--- config.mk ---
export PLATFORM = sky130hd
export DESIGN_NAME = pipelined_remultiplier_flat
export DESIGN_NICKNAME = d
export VERILOG_FILES = /design/src/rtl/pipelined_remultiplier_if.sv /design/src/rtl/pipelined_remultiplier.sv /design/src/flat_wrapper.sv
export SDC_FILE = /design/constraint.sdc
export NUM_CORES = 2
export LEC_CHECK = 0
export BUFFER_PORTS_ARGS = -buffer_cell sky130_fd_sc_hd__buf_2
export CAP_MARGIN = 20
export CORE_UTILIZATION = 40
export CTS_BUF_LIST = sky130_fd_sc_hd__clkbuf_8
export CTS_CLUSTER_DIAMETER = 60
export DETAILED_ROUTE_END_ITERATION = 10
export PLACE_DENSITY = 0.54
export SLEW_MARGIN = 20
export SYNTH_ARGS = -nofsm -noshare
export SYNTH_HDL_FRONTEND = slang
export SYNTH_SLANG_ARGS = --single-unit
--- constraint.sdc ---
create_clock -name clock -period 3.6 [get_ports clock]
set_clock_uncertainty 0.2 [all_clocks]
set_input_delay 0.72 -clock clock [delete_from_list [all_inputs] [get_ports clock]]
set_output_delay 0.72 -clock clock [all_outputs]
set_load 0.005 [all_outputs]
--- src/rtl/pipelined_remultiplier_if.sv ---
// Operand/result bundle for pipelined_remultiplier: tagged (q, d, r) in, tagged q*d+r out.
interface pipelined_remultiplier_if #(
    parameter int dividend_width = 32,
    parameter int divisor_width  = 24,
    parameter int tag_width      = 6
);
    localparam int product_width = dividend_width + divisor_width + 1;

    // input_valid qualifies input_tag/quotient/divisor/remainder on every rising edge; there is
    // no ready, so every valid cycle is accepted. output_valid qualifies output_tag/product for
    // exactly one cycle and cannot be stalled.
    logic                      input_valid;
    logic [tag_width-1:0]      input_tag;
    logic [dividend_width-1:0] quotient;
    logic [divisor_width-1:0]  divisor;
    logic [dividend_width-1:0] remainder;
    logic                      output_valid;
    logic [tag_width-1:0]      output_tag;
    logic [product_width-1:0]  product;

    modport master (
        output input_valid, input_tag, quotient, divisor, remainder,
        input  output_valid, output_tag, product
    );

    modport slave (
        input  input_valid, input_tag, quotient, divisor, remainder,
        output output_valid, output_tag, product
    );
endinterface

--- src/rtl/pipelined_remultiplier.sv ---
// Shift-add pipeline rebuilding dividend = quotient*divisor + remainder, one quotient bit per stage.
module pipelined_remultiplier #(
    parameter int dividend_width = 32,
    parameter int divisor_width  = 24,
    parameter int tag_width      = 6
) (
    input logic                    clock,
    input logic                    reset_n,
    pipelined_remultiplier_if.slave bus
);
    localparam int stages        = dividend_width;
    localparam int product_width = dividend_width + divisor_width + 1;

    // Index 0 is the load register; index i+1 holds the accumulator after quotient bit i.
    logic                     stage_valid [0:stages];
    logic [tag_width-1:0]     stage_tag   [0:stages];
    logic [product_width-1:0] stage_acc   [0:stages];
    logic [divisor_width-1:0] stage_d     [0:stages-1];
    logic [dividend_width-1:0] stage_q    [0:stages-1];

    always_ff @(posedge clock or negedge reset_n) begin
        if (!reset_n) begin
            stage_valid[0] <= 1'b0;
            stage_tag[0]   <= '0;
            stage_acc[0]   <= '0;
            stage_d[0]     <= '0;
            stage_q[0]     <= '0;
        end else begin
            stage_valid[0] <= bus.input_valid;
            stage_tag[0]   <= bus.input_tag;
            stage_acc[0]   <= {{(product_width-dividend_width){bus.remainder[dividend_width-1]}},
                               bus.remainder};
            stage_d[0]     <= bus.divisor;
            stage_q[0]     <= bus.quotient;
        end
    end

    for (genvar i = 0; i < stages; i++) begin : g_stage
        logic [product_width-1:0] weight;
        logic [product_width-1:0] next_acc;

        // The quotient is shifted right each stage, so bit 0 is always bit i of the original.
        // The top bit carries negative weight in two's complement, hence the subtraction.
        always_comb begin
            weight   = {{(product_width-divisor_width){1'b0}}, stage_d[i]} << i;
            next_acc = stage_acc[i];
            if (stage_q[i][0]) begin
                if (i == stages - 1) begin
                    next_acc = stage_acc[i] - weight;
                end else begin
                    next_acc = stage_acc[i] + weight;
                end
            end
        end

        always_ff @(posedge clock or negedge reset_n) begin
            if (!reset_n) begin
                stage_valid[i+1] <= 1'b0;
                stage_tag[i+1]   <= '0;
                stage_acc[i+1]   <= '0;
            end else begin
                stage_valid[i+1] <= stage_valid[i];
                stage_tag[i+1]   <= stage_tag[i];
                stage_acc[i+1]   <= next_acc;
            end
        end

        if (i < stages - 1) begin : g_fwd
            always_ff @(posedge clock or negedge reset_n) begin
                if (!reset_n) begin
                    stage_d[i+1] <= '0;
                    stage_q[i+1] <= '0;
                end else begin
                    stage_d[i+1] <= stage_d[i];
                    stage_q[i+1] <= stage_q[i] >> 1;
                end
            end
        end
    end

    assign bus.output_valid = stage_valid[stages];
    assign bus.output_tag   = stage_tag[stages];
    assign bus.product      = stage_acc[stages];
endmodule

--- src/flat_wrapper.sv ---
// flat-port wrapper written by rule: the top's interface ports become plain ports
module pipelined_remultiplier_flat 
#(
    parameter int dividend_width = 32,
    parameter int divisor_width  = 24,
    parameter int tag_width      = 6
)
  (clock, reset_n, bus_input_valid, bus_input_tag, bus_quotient, bus_divisor, bus_remainder, bus_output_valid, bus_output_tag, bus_product);
  pipelined_remultiplier_if #(.dividend_width(dividend_width), .divisor_width(divisor_width), .tag_width(tag_width)) bus_i ();
  input logic clock;
  input logic reset_n;
  input wire logic [$bits(bus_i.input_valid)-1:0] bus_input_valid;
  input wire logic [$bits(bus_i.input_tag)-1:0] bus_input_tag;
  input wire logic [$bits(bus_i.quotient)-1:0] bus_quotient;
  input wire logic [$bits(bus_i.divisor)-1:0] bus_divisor;
  input wire logic [$bits(bus_i.remainder)-1:0] bus_remainder;
  output wire logic [$bits(bus_i.output_valid)-1:0] bus_output_valid;
  output wire logic [$bits(bus_i.output_tag)-1:0] bus_output_tag;
  output wire logic [$bits(bus_i.product)-1:0] bus_product;
  assign bus_i.input_valid = bus_input_valid;
  assign bus_i.input_tag = bus_input_tag;
  assign bus_i.quotient = bus_quotient;
  assign bus_i.divisor = bus_divisor;
  assign bus_i.remainder = bus_remainder;
  assign bus_output_valid = bus_i.output_valid;
  assign bus_output_tag = bus_i.output_tag;
  assign bus_product = bus_i.product;
  pipelined_remultiplier #(.dividend_width(dividend_width), .divisor_width(divisor_width), .tag_width(tag_width)) u_core (.clock(clock), .reset_n(reset_n), .bus(bus_i));
endmodule
==> results_dict.tcl <==
set metrics [dict create \
    maxCapViolCount 0 \
    hold-worst-slack_ns 0.122 \
    cts_buffers 597 \
    async_flop_share_pct 100 \
    antenna_found_initial 6 \
    routed_wl_um 282000 \
    worst_pin_slew_ns 0.907 \
    hpwl_um 201000 \
    grt-busiest-layer "met2" \
    ioPinCount 161 \
    finalNetCount 13100 \
    drc 0 \
    port_buffers 160 \
    final_util_pct 46.9 \
    synthCells 11100 \
    die_x_um 595 \
    use_met3_pct 2.57 \
    mappedNetlistArea_mm2 0.141 \
    drive_gt1_share_pct 17.2 \
    h-tree-depth 6 \
    drt-initial-drc-count 4310 \
    yosys_warnings 0 \
    worstPathMaxFanout 7 \
    ys_ff_latch 3383 \
    met2_usage_pct 29.2 \
    synthAdderAreaFrac_pct 7.28 \
    critPathArrivalTime_ns 4.35 \
    syn-num-nets 12000 \
    hold_violations 0 \
    rsz0062_at_grt "yes" \
    synth_top_family_by_area "compound AO/OA/AOI/OAI gates" \
    routedWlPerCell_um 16.4 \
    grt_usage_pct 15.9 \
    syn_avg_cell_area_um2 12.7 \
    cts_root_buffer "clkbuf_8" \
    status "finished clean" \
    synth-simple-area-share_pct 8.34 \
    grt_pass1_wl_um 469000 \
    startpoint_type "register" \
    min_path_type "reg -> reg" \
    fin_crit_sh_pct 97.7 \
    die_h_um 595 \
    met1_usage_pct 17.5 \
    tritoncts "yes" \
    max_freq_ghz 0.284 \
    rows 217 \
    muxShareOfSynthArea_pct 4.82 \
    postPlaceCellArea_mm2 0.149 \
    clock_latency_ns 1.14 \
    start_util_pct 40.2 \
    setup_viol 0 \
    synth_compound_area_share_pct 10.7 \
    dr.pass1.iters 5 \
    crit_required_ns 4.43 \
    vdd_ir_drop_max_v 0.000435 \
    core_mm2 0.350 \
    routed_via_density 5.05 \
    endpoint_kind "register" \
    synth_edf_count 0 \
    netlist-cell-type-count 109 \
    via_count 87000 \
    dieArea_mm2 0.354 \
    grt_max_degree 151 \
    synth_xor_area_share_pct 6.98 \
    ys_seq_area_share_pct 60.1 \
    place.gp.congestion 0.875 \
    path_class "reg -> reg" \
    clk_pin_slew_ns 0.05 \
    power_mw 135 \
    postRouteAntennaNets 0 \
    clk_path_buf_depth 4 \
    synth_ff_type "dfrtp_1" \
    relSlewSlack_pct 39.1 \
    fin_tns_setup_ns 0 \
    drv_slew 0 \
    overflow 0 \
    syn_to_final_growth_pct 16.5 \
    cts.sinks 3383 \
    p_per_area_mw_per_mm2 820 \
    fin_crit_ns 3.52 \
    cellLeakagePower_nw 74.5 \
    first_global_vias 94600 \
    design_area_mm2 0.164 \
]
-- state kept, by name, summed over array words and instances (netlist names) --
register                 cells
u_core.stage_tag           192
u_core.stage_acc          1799
u_core.bus.product          57
u_core.g_stage.weight      768
u_core.bus.output_valid      1
u_core.stage_q             528
u_core.stage_valid          32
u_core.bus.output_tag        6
-- cell families (layout without fill, tap and decap cells) --
group                      after synthesis  count (layout)
DFF                                   3383            3383
and+or+nand+nor                       2335            2335
AOI/OAI and AO/OA                     2282            2283
xor gates and xnor gates              1121            1121
adders and majority gates              800             800
muxes                                  606             606
buffers and inverters                  586            2093
other                                    0               8
-- worst max-delay path, stage by stage (launching register included) --
cell and delay, ns:
dfrtp_1 0.39, ha_2 0.19, fa_2 0.37, a21o_1 0.19, a21o_1 0.19, a211o_4 0.37, a211o_4 0.38, a221o_1 0.40
a21o_1 0.22, a21o_4 0.26, nand4_1 0.10, xnor2_1 0.15
-- metal layers --
layer  vias up  part of all wire [%]
met5         -                 0.017
met4         6                   4.8
met3       788                   3.8
met2      1641                    52
met1     43000                    39
li1      41500                     -
-- per-stage QoR --
stage	setup WS (ns)	std cells
finish	0.0830	17200
global route	-0.0277	17200
CTS	0.00211	17200
detailed placement	-0.212	16000
global placement	-0.236	16000
floorplan	0.279	11100
-- worst paths after layout --
| path | end | slack [ns] | startpoint | cells past startpoint |
|---|---|---|---|---|
| min in group asynchronous | u_core.g_stage[27].weight[27]$_DFF_PN0_ | 0.29 | reset_n | 3 |
| worst max-delay path | u_core.stage_acc[1423]$_DFF_PN0_ | 0.08 | u_core.g_stage[7].weight[7]$_DFF_PN0_ | 11 |
| max in group asynchronous | u_core.g_stage[16].weight[33]$_DFF_PN0_ | 2.00 | reset_n | 4 |
| worst max register to register | u_core.stage_acc[1423]$_DFF_PN0_ | 0.08 | u_core.g_stage[7].weight[7]$_DFF_PN0_ | 11 |
| worst min register to register | u_core.stage_q[789]$_DFF_PN0_ | 0.12 | u_core.stage_q[822]$_DFF_PN0_ | 0 |
| worst min-delay path | u_core.stage_q[789]$_DFF_PN0_ | 0.12 | u_core.stage_q[822]$_DFF_PN0_ | 0 |
-- cells in the mapped netlist, drive strengths merged, types with 211 or more instances --
cell      n  share of area, %
mux2    579               4.6
a21oi   675               2.4
nand3   281               1.0
xor2    350               2.2
dfrtp  3383                60
o21ai   357               1.3
nor2    511               1.4
ha      768               6.8
a21o    402               2.1
nand2   565               1.5
xnor2   771               4.8
inv     319              0.85
and3    211              0.94
-- cell type report --
class / instances / area, µm²
antenna: 8 / 20.0
clock buffer: 740 / 10200
clock inverter: 311 / 1840
fill: 31100 / 186000
inverter: 322 / 1210
multi-input combinational: 7145 / 54200
sequential: 3383 / 84700
tap: 4599 / 5750
timing repair buffer: 720 / 6140
-- power breakdown --
group          internal (mW)  switching, mW  total, mW
clock network           19.2           15.7       34.8
logic                   22.9           25.4       48.3
registers               46.9           4.51       51.4
-- placed cells by master, fill, tap and decap left out, types with 38 or more instances in the layout --
cell type and instances:
ha_1 765, a211oi_1 76, nor4_1 39, o21a_1 143
and3_1 211, clkbuf_8 740, a21oi_1 659, buf_4 317
xnor2_1 771, nand4_1 154, o31ai_1 57, dlygate4sd3_1 189
nand2_1 564, nand2b_1 72, mux2_2 579, buf_12 52
a21o_1 400, o211ai_1 55, o21ai_0 331, nor3_1 135
nand3_1 276, a31oi_1 70, buf_2 160, nor2_1 511
o21bai_1 80, and2_1 70, or3_1 38, inv_1 509
xor2_1 350, clkinv_2 55, nor2b_1 73, dfrtp_1 3382
-- repair_timing --
item	in CTS	in global routing
hold endpoints to repair	1161	0
pin swaps	4	30
hold buffers	190	0
setup buffers	2	11
setup endpoints to repair	69	268
gates resized for setup	18	109
gates cloned	0	2
Note: power is estimated with default switching activity, not from simulation.
